## src/rtl/mips_pkg.sv

```systemverilog
// mips_pkg
//   Shared definitions for the MEM stage: access-size encodings, byte-enable
//   constants, the MEM stage state type and an alignment helper.
package mips_pkg;

    localparam logic MEM_WORD = 1'b0;
    localparam logic MEM_BYTE = 1'b1;

    localparam logic [3:0] BE_NONE  = 4'h0;
    localparam logic [3:0] BE_WORD  = 4'hF;
    localparam logic [3:0] BE_BYTE0 = 4'b0001;

    typedef enum logic {
        ST_IDLE   = 1'b0,
        ST_ACCESS = 1'b1
    } mem_state_t;

    // Byte accesses are always aligned; word accesses need addr[1:0] == 0.
    function automatic logic access_aligned(input logic mtype, input logic [1:0] addr_lo);
        return (mtype == MEM_BYTE) || (addr_lo == 2'b00);
    endfunction

endpackage

```

## src/rtl/mem_lane_align.sv

```systemverilog
// mem_lane_align
//   Combinational byte-lane steering for the MEM stage.
//   Store side: byte-enables and write data (byte replicated to all lanes).
//   Load side : lane extraction and zero/sign extension of byte loads.
// Ports
//   st_type     in  1   access size of the store being launched (MEM_WORD/MEM_BYTE)
//   st_addr_lo  in  2   low address bits of the store
//   st_data     in  32  raw store data
//   st_be       out 4   byte-enables for the store
//   st_wdata    out 32  data as driven onto the memory port
//   ld_type     in  1   access size of the outstanding load
//   ld_addr_lo  in  2   latched low address bits of the load
//   ld_rdata    in  32  raw data returned by memory
//   ld_data     out 32  lane-extracted, extended load data
module mem_lane_align
    import mips_pkg::*;
#(
    parameter bit BYTE_SIGN_EXT = 1'b0
)(
    input  logic        st_type,
    input  logic [1:0]  st_addr_lo,
    input  logic [31:0] st_data,
    output logic [3:0]  st_be,
    output logic [31:0] st_wdata,
    input  logic        ld_type,
    input  logic [1:0]  ld_addr_lo,
    input  logic [31:0] ld_rdata,
    output logic [31:0] ld_data
);

    logic [7:0] ld_byte;

    always_comb begin
        st_be    = BE_WORD;
        st_wdata = st_data;
        if (st_type == MEM_BYTE) begin
            st_be    = BE_BYTE0 << st_addr_lo;
            st_wdata = {4{st_data[7:0]}};
        end
    end

    always_comb begin
        ld_byte = ld_rdata[7:0];
        case (ld_addr_lo)
            2'd0:    ld_byte = ld_rdata[7:0];
            2'd1:    ld_byte = ld_rdata[15:8];
            2'd2:    ld_byte = ld_rdata[23:16];
            default: ld_byte = ld_rdata[31:24];
        endcase

        ld_data = ld_rdata;
        if (ld_type == MEM_BYTE) begin
            ld_data = BYTE_SIGN_EXT ? {{24{ld_byte[7]}}, ld_byte} : {24'h0, ld_byte};
        end
    end

endmodule

```

## src/rtl/mem_stage.sv

```systemverilog
// mem_stage
//   Pipeline MEM stage. Takes the EX/MEM register outputs, performs at most one
//   load/store per instruction over a req/ack data-memory port, and produces
//   the MEM/WB register, a registered branch-resolve pulse and forward probes.
// Ports
//   clk, reset                        clock, synchronous active-high reset
//   we, flush                         stage enable / squash of the presented instruction
//   is_branch, pc_branch, alu_zero    branch resolve inputs
//   mem_read, mem_write, mem_type     memory operation controls
//   mem_to_reg, reg_write, reg_addr   write-back controls
//   alu_out, data_t_in                address/ALU result and store data
//   mem_req/wr/addr/wdata/be          data-memory request (registered)
//   mem_rdata, mem_ack                data-memory response
//   stall                             holds upstream while an access is pending
//   branch_taken, pc_branch_out       registered branch resolve
//   bus_err                           1-cycle pulse: timeout or misaligned word access
//   mem_to_reg_out ... mem_data       MEM/WB register
//   reg_probe, data_probe, write_probe forwarding view of the MEM/WB register
module mem_stage
    import mips_pkg::*;
#(
    parameter int unsigned MAX_WAIT      = 255,
    parameter bit          BYTE_SIGN_EXT = 1'b0
)(
    input  logic        clk,
    input  logic        reset,
    input  logic        we,
    input  logic        flush,
    input  logic        is_branch,
    input  logic [31:0] pc_branch,
    input  logic        alu_zero,
    input  logic        mem_read,
    input  logic        mem_write,
    input  logic        mem_type,
    input  logic        mem_to_reg,
    input  logic [31:0] alu_out,
    input  logic [31:0] data_t_in,
    input  logic [4:0]  reg_addr,
    input  logic        reg_write,
    output logic        mem_req,
    output logic        mem_wr,
    output logic [31:0] mem_addr,
    output logic [31:0] mem_wdata,
    output logic [3:0]  mem_be,
    input  logic [31:0] mem_rdata,
    input  logic        mem_ack,
    output logic        stall,
    output logic        branch_taken,
    output logic [31:0] pc_branch_out,
    output logic        bus_err,
    output logic        mem_to_reg_out,
    output logic        reg_write_out,
    output logic [4:0]  reg_addr_out,
    output logic [31:0] alu_result,
    output logic [31:0] mem_data,
    output logic [4:0]  reg_probe,
    output logic [31:0] data_probe,
    output logic        write_probe
);

    localparam logic [7:0] WAIT_LIMIT = 8'(MAX_WAIT);

    mem_state_t  state, state_nxt;
    logic [7:0]  wait_cnt;
    logic [7:0]  wait_inc;

    // Write-back fields of the instruction whose access is outstanding.
    logic        pend_load;
    logic        pend_type;
    logic [1:0]  pend_addr_lo;
    logic        pend_mem_to_reg;
    logic        pend_reg_write;
    logic [4:0]  pend_reg_addr;
    logic [31:0] pend_alu;

    logic        is_mem;
    logic        is_store;
    logic        aligned;
    logic        accept;
    logic        launch;
    logic        misaligned;
    logic        timeout;
    logic [3:0]  st_be;
    logic [31:0] st_wdata;
    logic [31:0] ld_data;

    // A read+write request is treated as a load, so only a pure write stores.
    assign is_mem     = mem_read | mem_write;
    assign is_store   = mem_write & ~mem_read;
    assign aligned    = access_aligned(mem_type, alu_out[1:0]);
    assign accept     = (state == ST_IDLE) & we & ~flush;
    assign launch     = accept & is_mem & aligned;
    assign misaligned = accept & is_mem & ~aligned;

    // Timeout fires on the ACCESS cycle whose increment makes wait_cnt reach
    // MAX_WAIT, so mem_req is high for exactly MAX_WAIT cycles when unacked.
    assign wait_inc = wait_cnt + 8'd1;
    assign timeout  = (state == ST_ACCESS) & ~mem_ack & (wait_inc == WAIT_LIMIT);

    assign stall = (state == ST_ACCESS) | launch;

    assign reg_probe   = reg_addr_out;
    assign write_probe = reg_write_out;
    assign data_probe  = mem_to_reg_out ? mem_data : alu_result;

    mem_lane_align #(
        .BYTE_SIGN_EXT (BYTE_SIGN_EXT)
    ) u_lane_align (
        .st_type    (mem_type),
        .st_addr_lo (alu_out[1:0]),
        .st_data    (data_t_in),
        .st_be      (st_be),
        .st_wdata   (st_wdata),
        .ld_type    (pend_type),
        .ld_addr_lo (pend_addr_lo),
        .ld_rdata   (mem_rdata),
        .ld_data    (ld_data)
    );

    always_ff @(posedge clk) begin
        if (reset) begin
            state <= ST_IDLE;
        end else begin
            state <= state_nxt;
        end
    end

    always_comb begin
        state_nxt = state;
        case (state)
            ST_IDLE: begin
                if (launch) begin
                    state_nxt = ST_ACCESS;
                end
            end
            ST_ACCESS: begin
                if (mem_ack || timeout) begin
                    state_nxt = ST_IDLE;
                end
            end
            default: state_nxt = ST_IDLE;
        endcase
    end

    // Pulse-type outputs and reg_write_out default low every cycle so that a
    // cycle without a completion reads as a bubble downstream.
    always_ff @(posedge clk) begin
        if (reset) begin
            wait_cnt        <= 8'd0;
            mem_req         <= 1'b0;
            mem_wr          <= 1'b0;
            mem_addr        <= 32'd0;
            mem_wdata       <= 32'd0;
            mem_be          <= BE_NONE;
            branch_taken    <= 1'b0;
            pc_branch_out   <= 32'd0;
            bus_err         <= 1'b0;
            mem_to_reg_out  <= 1'b0;
            reg_write_out   <= 1'b0;
            reg_addr_out    <= 5'd0;
            alu_result      <= 32'd0;
            mem_data        <= 32'd0;
            pend_load       <= 1'b0;
            pend_type       <= MEM_WORD;
            pend_addr_lo    <= 2'b00;
            pend_mem_to_reg <= 1'b0;
            pend_reg_write  <= 1'b0;
            pend_reg_addr   <= 5'd0;
            pend_alu        <= 32'd0;
        end else begin
            branch_taken  <= 1'b0;
            bus_err       <= 1'b0;
            reg_write_out <= 1'b0;

            if (accept && is_branch && alu_zero) begin
                branch_taken  <= 1'b1;
                pc_branch_out <= pc_branch;
            end

            if (accept && !is_mem) begin
                mem_to_reg_out <= mem_to_reg;
                reg_write_out  <= reg_write;
                reg_addr_out   <= reg_addr;
                alu_result     <= alu_out;
            end

            if (misaligned) begin
                bus_err <= 1'b1;
            end

            if (launch) begin
                mem_req         <= 1'b1;
                mem_wr          <= is_store;
                mem_addr        <= {alu_out[31:2], 2'b00};
                mem_wdata       <= st_wdata;
                mem_be          <= is_store ? st_be : BE_NONE;
                wait_cnt        <= 8'd0;
                pend_load       <= mem_read;
                pend_type       <= mem_type;
                pend_addr_lo    <= alu_out[1:0];
                pend_mem_to_reg <= mem_to_reg;
                pend_reg_write  <= reg_write;
                pend_reg_addr   <= reg_addr;
                pend_alu        <= alu_out;
            end

            if (state == ST_ACCESS) begin
                wait_cnt <= wait_inc;
                if (mem_ack) begin
                    mem_req        <= 1'b0;
                    mem_wr         <= 1'b0;
                    mem_be         <= BE_NONE;
                    mem_to_reg_out <= pend_mem_to_reg;
                    reg_write_out  <= pend_reg_write;
                    reg_addr_out   <= pend_reg_addr;
                    alu_result     <= pend_alu;
                    mem_data       <= pend_load ? ld_data : 32'd0;
                end else if (timeout) begin
                    mem_req <= 1'b0;
                    mem_wr  <= 1'b0;
                    mem_be  <= BE_NONE;
                    bus_err <= 1'b1;
                end
            end
        end
    end

endmodule

```

## config.mk

```make
export PLATFORM = sky130hd
export DESIGN_NAME = mem_stage
export DESIGN_NICKNAME = d
export VERILOG_FILES = /design/src/rtl/mips_pkg.sv /design/src/rtl/mem_lane_align.sv /design/src/rtl/mem_stage.sv
export SDC_FILE = /design/constraint.sdc
export NUM_CORES = 1
export LEC_CHECK = 0
export CAP_MARGIN = 20
export CORE_MARGIN = 2
export CORE_UTILIZATION = 40
export DETAILED_ROUTE_END_ITERATION = 7
export DONT_BUFFER_PORTS = 1
export GPL_TIMING_DRIVEN = 0
export PLACE_DENSITY = 0.53
export SYNTH_ARGS = -nofsm -noshare
export SYNTH_HDL_FRONTEND = slang
export SYNTH_HIERARCHICAL = 1
export SYNTH_SLANG_ARGS = --single-unit
export TNS_END_PERCENT = 1
```

## constraint.sdc

```tcl
create_clock -name clk -period 2.23 [get_ports clk]
set_input_delay 0.3345 -clock clk [delete_from_list [all_inputs] [get_ports clk]]
set_output_delay 0.3345 -clock clk [all_outputs]
set_load 0.005 [all_outputs]
```

==> metrics.md, run 1 <==
| Metric | Value |
|---|---|
| Run status | `finished, final reports clean` |
| Number of ports placed on the die boundary | `~360` |
| Count of TritonRoute iterations in the first routing pass | `4` |
| Pwr dens | `~770 nW/µm²` |
| Internal power summed over all cells | `5300 µW` |
| Antenna violations before repair | `0` |
| Antenna diode instance count | `0` |
| Part of the power in the clock network | `42.5%` |
| Number of buffers added to fix hold violations after cts | `0` |
| Maximum root-to-sink buffer count | `2` |
| Post-detailed-route DRC marker count | `0` |
| Clock Skews | `0.0139 ns` |
| Post-synthesis instance area | `roughly 8600 µm²` |
| Largest area contributor in the synthesized netlist | `sky130_fd_sc_hd__dfxtp_1` |
| Net total in the final layout | `1,277` |
| Fraction of layout instances using a drive strength above 1 | `~11%` |
| Clock slew at the register clock pins of the worst setup and hold paths | `~0.08 ns` |
| Worst path required time | `around 1.9 ns` |
| RSZ-0062 raised after global routing | `no` |
| Number of max-cap violations | `0` |
| Total CTS buffers | `17` |
| Area Growth Syn to Fin | `11.2%` |
| Share of total power in sequential cells | `between 40% and 50%` |
| Tmin final | `2.13 ns` |
| Rel. slew slack | `52.8%` |
| Layout Cells excl Fill | `1,418` |
| Largest net degree at the start of global routing | `21` |
| Count of state elements after synthesis | `between 150 and 200` |
| Postcts setup bufs | `0` |
| Remaining number of nets flagged by the antenna check after routing | `0` |
| Sort of element at the start of the critical path | `register` |
| TNS Setup | `0 ns` |
| Core Area | `21,100 µm²` |
| Clock network latency to the later pin of the worst-skew pair | `~0.44 ns` |
| Cell row count | `53` |
| Overall power consumption | `7370 µW` |
| Worst Setup End Kind | `output port` |
| Achievable frequency | `roughly 470 MHz` |
| Proportion of synthesized chip area in sequential cells | `between 40 and 50%` |
| Die height | `151 µm` |
| Total overflow reported by the global router | `0` |
| DR vias/cell | `~5.5` |
| Die Outline Area | `~23,000 µm²` |
| RePlAce Congestion | `just under 0.9` |
| Critical path type | `register to output port` |
| Worst-margin pin slew | `0.707 ns` |
| Average footprint of a synthesized cell | `just under 8 µm²` |
| Cell leakage power | `0.00338 µW` |
| Count of fill cells added during filler insertion | `2,205` |
| Chip width | `between 150 and 200 µm` |
| Synth Warn # | `6` |
| Mean routed wirelength per cell | `21.5 µm` |
| Global-route wire length before repair | `roughly 44,000 µm` |
| Net switching share of the total power | `roughly 28%` |
| Mapped Cells | `around 1,100` |
| Worst vdd ir | `0.000456 V` |
| Part of the cycle the worst path needs | `approximately 95%` |
| Via count | `a little under 8,000` |
| Distinct cell type count of the synthesized netlist | `51` |
| Standard cell area after detailed placement | `~9000 µm²` |
| Root cell of the clock tree | `sky130_fd_sc_hd__clkbuf_16` |
| Top cells by area in the synthesized netlist | `sky130_fd_sc_hd__dfxtp_1 45%, sky130_fd_sc_hd__nand2_1 13%, sky130_fd_sc_hd__a21oi_1 8.6%` |
| Initial Utilization | `41.0%` |
| CTS sink cnt | `193` |
| CTS H-tree depth | `4` |
| Count of buffers from port buffering | `0` |
| Final WL | `roughly 31,000 µm` |
| Overall track demand over capacity in global routing | `between 20% and 30%` |
| Signal arrival time at the worst endpoint | `between 1.5 and 2 ns` |
| Setup-failing EPs final | `0` |
| Post-cts resize count | `7` |
| Placed wire-length estimate after detailed placement | `about 23,000 µm` |
| TritonCTS clock tree | `done` |
| Initial drt markers | `approximately 260` |
| Count of pins over their slew limit | `0` |
| Final instance area | `9610 µm²` |
| Via count of the first global-routing pass | `~7,300` |
| # placed instances | `around 1,400` |
| Logic pwr share | `between 8 and 9%` |
| Final-report hold violation count | `0` |
| Share of the synthesized area in the top cell type | `about 45%` |
| Min-Delay Path Class | `input port to register` |
| NetSw | `2070 µW` |
| Maximum fanout encountered on the critical timing path | `10` |
==> cell usage in the layout (no fill, tap or decap), drive strengths merged, types with 2 or more instances in the layout <==
cell type,instances
a211oi,2
mux2i,9
ha,2
a311oi,42
conb,2
clkinv,2
dfxtp,193
a21boi,2
buf,51
a31oi,6
nand2b,6
nand3b,3
nand3,81
a221oi,5
nor2b,20
o2bb2ai,8
mux2,32
a21oi,148
nand2,292
inv,38
clkinvlp,2
and2b,8
nor2,54
and2,2
and3b,2
and3,5
o21ai,36
nand4b,2
clkbuf,77
==> path summary, 6_finish.rpt <==
check	start	slack (ns)	cells past startpoint	to
worst max-delay path	state	0.10	4	stall
worst min-delay path	alu_out[18]	0.02	2	pend_alu[18]
worst max register to register	state	0.16	7	pend_type
worst min register to register	pend_reg_addr[0]	0.46	2	pend_reg_addr[0]
==> stage by stage <==
stage	utilization [%]	hold slack [ns]	setup WS, ns
2_1_floorplan	-	0.436	0.597
3_3_place_gp	42.6	0.444	-0.187
3_5_place_dp	42.6	0.449	-0.198
4_1_cts	45.5	0.00253	0.00163
5_1_grt	45.6	0.00954	0.00784
6_report	45.6	0.0233	0.101
==> cell families (layout without fill, tap and decap cells) <==
kind of cell    Yosys count  after routing  synth area share (%)
other cells               1              2                0.0434
simple gates            479            479                  24.1
compound gates          256            256                  18.3
mux                      41             41                  5.22
buf+inv                 138            170                  7.35
flops                   193            193                  44.7
fa+ha+maj                 2              2                 0.290
==> area by class of cell <==
cell class / instances / area, µm² / area share, %
clock buffer: 18 / 439 / 4.57
clock inverter: 14 / 158 / 1.64
buffer: 110 / 544 / 5.67
multi-input combinational: 780 / 4150 / 43.2
inverter: 28 / 105 / 1.09
tap: 275 / 344 / 3.58
sequential: 193 / 3860 / 40.2
==> cells in the mapped netlist (all sizes together) <==
| library cell | instances |
|---|---|
| nand2 | 292 |
| dfxtp | 193 |
| a21oi | 148 |
| nand3 | 81 |
| clkbuf | 60 |
| nor2 | 54 |
| buf | 50 |
| a311oi | 42 |
| o21ai | 36 |
| mux2 | 32 |
| inv | 28 |
| nor2b | 20 |
| mux2i | 9 |
| and2b | 8 |
| o2bb2ai | 8 |
| a31oi | 6 |
| nand2b | 6 |
| a221oi | 5 |
| and3 | 5 |
| nand3b | 3 |
| a211oi | 2 |
| a21boi | 2 |
| and2 | 2 |
| and3b | 2 |
| ha | 2 |
| nand4b | 2 |
| a2111oi | 1 |
| a21o | 1 |
| a32o | 1 |
| a32oi | 1 |
| a41oi | 1 |
| conb | 1 |
| nand4 | 1 |
| nor3b | 1 |
| o21a | 1 |
| o21bai | 1 |
| or2 | 1 |
| or3b | 1 |
==> worst max-delay path: stages, from the launching register on <==
cell	delay, ns
sky130_fd_sc_hd__dfxtp_1	0.34
sky130_fd_sc_hd__nor3b_4	0.36
sky130_fd_sc_hd__buf_4	0.29
sky130_fd_sc_hd__a31oi_1	0.20
sky130_fd_sc_hd__inv_2	0.17
==> power by group through the flow <==
| stage | logic [µW] | clock network [µW] | registers [µW] |
|---|---|---|---|
| final | 598 | 3130 | 3640 |
| after global routing | 670 | 3340 | 3650 |
| after CTS | 601 | 3190 | 3640 |
| after detailed placement | 596 | 0 | 3720 |
| after global placement | 592 | 0 | 3720 |
| after floorplan | 434 | 0 | 3680 |
==> routing by layer <==
layer,wire [µm],track usage (%)
met4,468,7.66
met5,0,0
met3,3160,9.40
met2,14800,43.5
met1,12100,30.6
Note: power is estimated with default switching activity, not from simulation.
==> inputs of run 2 (changes only) <==
- ABC_AREA: not set -> 0
==> results of run 2 <==
The final DEF is identical to that of run 1; final timing and power are the same.
